[config.mk]
export PLATFORM = sky130hd
export DESIGN_NAME = btn_frontend_seg7
export DESIGN_NICKNAME = d
export VERILOG_FILES = /design/src/rtl/btn_frontend_seg7.sv
export SDC_FILE = /design/constraint.sdc
export NUM_CORES = 1
export LEC_CHECK = 0
export ABC_AREA = 1
export BUFFER_PORTS_ARGS = -buffer_cell sky130_fd_sc_hd__buf_2
export CORE_AREA = 8 8 45 47
export DETAILED_ROUTE_END_ITERATION = 6
export DIE_AREA = 0 0 53 55
export PLACE_DENSITY = 0.57
export REMOVE_ABC_BUFFERS = 1
export SLEW_MARGIN = 10
export SYNTH_ARGS = -nofsm -noshare
export SYNTH_HDL_FRONTEND = slang
export SYNTH_SLANG_ARGS = --single-unit
[constraint.sdc]
create_clock -name clk -period 1.3 [get_ports clk]
set_input_delay 0.26 -clock clk [delete_from_list [all_inputs] [get_ports clk]]
set_output_delay 0.26 -clock clk [all_outputs]
set_load 0.01 [all_outputs]
[src/rtl/btn_frontend_seg7.sv]
// Button front end: per-channel metastability synchronizer, rising-edge pulse
// generator, and an active-low hex-to-seven-segment decoder (0xF blanks).
module btn_frontend_seg7 #(
   parameter int N_BTN       = 2,
   parameter int SYNC_STAGES = 2
) (
   input  logic             clk,
   input  logic             reset,
   input  logic [N_BTN-1:0] key_n,
   output logic [N_BTN-1:0] btn_level,
   output logic [N_BTN-1:0] btn_pulse,
   input  logic [3:0]       hex_val,
   output logic [6:0]       seg
);

   // Stage-major packing: each row holds one synchronizer stage for all channels.
   logic [SYNC_STAGES-1:0][N_BTN-1:0] r_sync;
   logic [N_BTN-1:0]                  r_prev;
   logic [N_BTN-1:0]                  w_raw;

   assign w_raw = ~key_n;

   always_ff @(posedge clk or posedge reset) begin
      if (reset) begin
         r_sync <= '0;
         r_prev <= '0;
      end else begin
         r_sync <= {r_sync[SYNC_STAGES-2:0], w_raw};
         r_prev <= r_sync[SYNC_STAGES-1];
      end
   end

   assign btn_level = r_sync[SYNC_STAGES-1];
   assign btn_pulse = r_sync[SYNC_STAGES-1] & ~r_prev;

   always_comb begin
      seg = 7'h7F;
      case (hex_val)
         4'h0: seg = 7'h40;
         4'h1: seg = 7'h79;
         4'h2: seg = 7'h24;
         4'h3: seg = 7'h30;
         4'h4: seg = 7'h19;
         4'h5: seg = 7'h12;
         4'h6: seg = 7'h02;
         4'h7: seg = 7'h78;
         4'h8: seg = 7'h00;
         4'h9: seg = 7'h10;
         4'hA: seg = 7'h08;
         4'hB: seg = 7'h03;
         4'hC: seg = 7'h46;
         4'hD: seg = 7'h21;
         4'hE: seg = 7'h06;
         default: seg = 7'h7F;
      endcase
   end

endmodule

==> metrics.txt, run 1 <==
clk sinks=6; CP Data Required Time=1040 ps; drt drc=0; total track usage=9.989%; IO Port Bufs=18; initial core utilization=33.54%; distinct cell type count after synthesis=12; Max-Cap Viols=0; Synth top area share=around a third; worst-path maximum fanout=5; clk slew on worst S/H paths=40 ps; hold_ws=153.1 ps; worst ir drop on vdd=~500 uV; drt total wl=1.285 mm; crit end category=output port; Lkg Pwr=0.4056 nW; layout cell share with drive strength beyond 1=a little under half; die height=55 um; WS Path Type=input pin to output port; Clk Tree Root Cell=clkbuf_4; register area share after synthesis=32.35%; Antenna Diode Count=0; WL/cell=12.36 um; TritonCTS clock tree=done; Yosys top cell by area=dfrtp_1; initial antenna violation count=0; clock buffer count from CTS=3; DR vias=463; area grow syn2layout=58.49%; DR iter-0 viols=3; die area=about 2900 um^2; Relative slew margins=~85%; final hold vios=0; startpoint types=input pin; most area-consuming cells after synthesis=dfrtp_1, nand2_1, ha_1; crit share post-route=96.82%; Post-Synthesis Cell Area=between 400 and 500 um^2; Critical Path Start=hex_val[0]; DPL Wire Length=910.7 um; core area=between 1000 and 1500 um^2; first-pass GRT wire length=2.145 mm; CP max stage cell=ha_4; slowest stage delay, CP=270 ps; fin crit period=~1300 ps; pwr dens=755.1 nW/um^2; Site Rows=14; worst hold start=key_n[0]; Final ANT Viol Nets=0; H-tree depth=1; crit-path most repeated cell=nand2_1; min-delay worst type=input pin to register; via/cell ratio=around 4.5; flops & latches, synth=6; Inst Count DP=just over 100; Synth Area per Inst=7.033 um^2; Finished Layout Cells=around 100; Die X=53 um; final setup fails=0; clock latency on the worst-skew pair=240 ps; first drt pass iteration count=2; Final nets=104; vias in the first global route=just over 500; I/O pins=19; clk_skew=0.7957 ps; total gr overflow=0; largest net degree at the start of global routing=10; routability cong.=around 0.8; worst r2r src=btn_level[0]; yosys warns=0; Final Slew Violations=0; CP arrival=1000 ps; deepest clock path buffer count=2; Cell Chain, Critical Path=buf_12 > inv_8 > ha_4 > nand2_1 > nand3_2 > nand2_1 > buf_2; Worst-Margin Slew=218.6 ps; status=finished clean; synthesized instance count=66; fmax=794.5 MHz
==> state kept, by name (all words and copies together) (netlist names) <==
register,count
r_sync,2
r_prev,2
btn_level,2
==> path summary, 6_finish.rpt <==
kind / to / slack, ps / depth (start not counted)
worst max register to register: r_prev[0] / 800 / 0
min in group asynchronous: btn_level[1] / 470 / 3
worst min register to register: btn_level[1] / 340 / 0
worst max-delay path: seg[3] / 40 / 7
worst min-delay path: r_sync[0] / 150 / 2
max in group asynchronous: btn_level[0] / 640 / 3
==> critical path, delay by kind of cell <==
kind          cells  cell delay [ps]
buf+inv           3              280
fa+ha+maj         1              270
simple gates      3              190
==> where the power goes <==
group	switching [mW]	leakage (nW)	internal, mW
combinational	0.103	0.322	0.0832
clock	0.0647	0.0138	0.104
sequential	0.00341	0.0699	0.197
==> cells in the mapped netlist, drive strengths merged <==
library cell	number
inv	11
nand3	7
ha	6
buf	4
nor2	3
o21ai	3
nand2	26
dfrtp	6
==> routing by layer <==
| layer | wire length (um) | vias up | GRT usage, % |
|---|---|---|---|
| li1 | - | 242 | - |
| met5 | 0 | - | 0 |
| met1 | 525 | 208 | 9.846 |
| met4 | 19 | 0 | 5.172 |
| met3 | 71 | 2 | 4.813 |
| met2 | 669 | 11 | 17.19 |
==> metrics by stage <==
stage | power [mW] | TNS, ps | utilization, % | area (um^2) | setup WS [ps]
after global placement | 0.3435 | -299.0 | 41.95 | 580.6 | -83.60
after floorplan | 0.2747 | 0 | - | 432.9 | 155.0
final | 0.5555 | 0 | 53.16 | 735.7 | 41.39
after CTS | 0.5439 | 0 | 48.73 | 674.4 | 4.834
after detailed placement | 0.3466 | -421.3 | 41.95 | 580.6 | -105.2
after global routing | 0.6015 | -11.34 | 53.16 | 735.7 | -9.432
==> repair_timing <==
item | 4_1_cts | 5_1_grt
cloned | 0 | 0
endpoints found under the hold margin | 6 | 0
buffers inserted | 0 | 0
pin swaps | 2 | 6
hold buffers | 1 | 0
endpoints found under the setup margin | 7 | 5
resized for setup | 17 | 19
==> logic make-up (layout without fill, tap and decap cells) <==
| family | after synthesis | in the layout | share of synthesized area (%) |
|---|---|---|---|
| AO/OA/AOI/OAI | 3 | 3 | 3.234 |
| adder cells (fa/ha/maj) | 6 | 6 | 16.17 |
| buffers and inverters | 15 | 37 | 15.63 |
| flip-flops | 6 | 6 | 32.34 |
| AND/OR/NAND/NOR | 36 | 36 | 32.61 |
==> layout by cell type (no fill, tap or decap), types with 2 or more instances in the layout <==
cell and count:
nand3_2 2, nor2_1 2, inv_1 6, nand2_2 3, ha_4 5, nand2_1 22
dfrtp_1 6, nand3_1 5, inv_2 3, buf_4 2, o21ai_0 2, clkbuf_4 4
buf_2 15, buf_6 2
==> area by class of cell <==
type,count,area [um^2]
sequential,6,150.1
tap,16,20.02
inverter,11,53.80
fill,127,648.1
multi-input combinational,45,324.1
clock buffer,3,22.52
timing repair buffer,23,165.2
Note: power is estimated with default switching activity, not from simulation.
==> run 2: changes to the inputs <==
==> constraint.sdc (replaced) <==
create_clock -name clk -period 1.3 [get_ports clk]
set_input_delay 0.13 -clock clk [delete_from_list [all_inputs] [get_ports clk]]
set_output_delay 0.13 -clock clk [all_outputs]
set_load 0.01 [all_outputs]
==> metrics.txt, run 2 (synthesis gave the netlist of run 1 again) <==
status=finished clean; worst ir drop on vdd=424.5 uV; H-tree depth=1; Final nets=100; deepest clock path buffer count=2; post-layout power=505.8 uW; CP arrival=1030 ps; P_int=354.5 uW; drt drc=0; WS Path Type=input pin to output port; Finished Layout Cells=100; clock buffer count from CTS=3; crit share post-route=89.25%; DPL Wire Length=839 um; layout cell share with drive strength beyond 1=roughly 29%; IO Port Bufs=18; clock latency on the worst-skew pair=240 ps; Lkg Pwr=0.3711 nW; clk sinks=6; pwr dens=860.2 nW/um^2; I/O pins=19; commonest cells after routing, fill and taps aside=nand2_1, buf_2, inv_1; final hold vios=0; initial core utilization=between 30% and 40%; fmax=between 800 and 900 MHz; fin crit period=1160 ps; fill cell count=157; die height=55 um; clk_skew=7.760 ps; core area=about 1400 um^2; RSZ-0062 raised after global routing=no; drt total wl=about 1.1 mm; TritonCTS clock tree=done; crit end category=output port; CP Data Required Time=roughly 1200 ps; total gr overflow=0; DR iter-0 viols=2; worst-path maximum fanout=6; Final ANT Viol Nets=0; via/cell ratio=4.280; final setup fails=0; Antenna Diode Count=0; Comb power frac=between 20% and 30%; DR vias=428; Relative slew margins=84.57%; commonest non-fill, non-tap cell in the layout=nand2_1; total track usage=a little under 8%; first-pass GRT wire length=1.814 mm; Max-Cap Viols=0; die area=slightly below 3000 um^2; Final Slew Violations=0; clk slew on worst S/H paths=approximately 40 ps; Clk Tree Root Cell=clkbuf_4; WL/cell=11.00 um; P_sw=151.3 uW; Die X=53 um; Net Sw Frac=between 20% and 30%; vias in the first global route=440; startpoint types=input pin; sequential share of power=39.6%; first drt pass iteration count=4; min-delay worst type=input pin to register; clock share of power=33.5%; routability cong.=between 0.8 and 0.9; Worst-Margin Slew=between 200 and 250 ps; Inst Count DP=96; area grow syn2layout=26.68%; setup_tns=0 ps; Site Rows=14; initial antenna violation count=0; largest net degree at the start of global routing=12
-- run 2: area by class of cell --
type / instances / area (um^2) / area share, %
multi-input cells: 45 / 254.0 / 43.19
flip-flops and latches: 6 / 150.1 / 25.53
repair buffers: 19 / 100.1 / 17.02
inverters: 11 / 41.29 / 7.021
clock buffers: 3 / 22.52 / 3.830
well taps: 16 / 20.02 / 3.404
-- run 2: through the flow --
step	util [%]	hold WS, ps	area, um^2	worst slack (ps)
3_3_place_gp	39.24	45.75	543.0	121.0
5_1_grt	42.50	25.90	588.1	13.06
3_5_place_dp	39.24	56.37	543.0	115.6
6_report	42.50	28.21	588.1	139.8
4_1_cts	41.59	17.73	575.6	112.3
2_1_floorplan	-	-79.04	432.9	415.0
-- run 2: repair_timing --
| item | in CTS | in global routing |
|---|---|---|
| resized for setup | 0 | 1 |
| hold buffers | 1 | 0 |
| hold endpoints to repair | 6 | 0 |
| buffers inserted | 0 | 0 |
| setup endpoints to repair | 0 | 2 |
-- run 2: worst paths after layout --
check / slack [ps] / startpoint / cells past startpoint / end
min in group asynchronous: 350 / reset / 3 / r_prev[0]
worst max-delay path: 140 / hex_val[0] / 7 / seg[6]
max in group asynchronous: 750 / reset / 3 / btn_level[1]
worst max register to register: 800 / btn_level[0] / 0 / r_prev[0]
worst min register to register: 340 / r_sync[0] / 0 / btn_level[0]
worst min-delay path: 30 / key_n[1] / 2 / r_sync[1]
-- run 2: critical path: stages --
cell     delay [ps]
buf_2           130
inv_1           180
ha_4            240
nor2_1          100
nand2_1          60
nand2_1          60
buf_2           120
-- run 2: layer usage --
layer	vias to the layer above	wire length (um)	GRT usage (%)
met5	-	0	0
met4	0	0	0.4310
met3	0	99	5.348
met2	10	526	13.09
met1	186	474	8.615
li1	232	-	-
-- run 2: power by group through the flow --
stage	Clock, mW	Sequential, mW	Combinational (mW)
after CTS	0.179	0.201	0.133
after floorplan	0	0.204	0.0704
after global placement	0	0.203	0.129
after detailed placement	0	0.203	0.131
after global routing	0.190	0.201	0.158
final	0.170	0.200	0.136
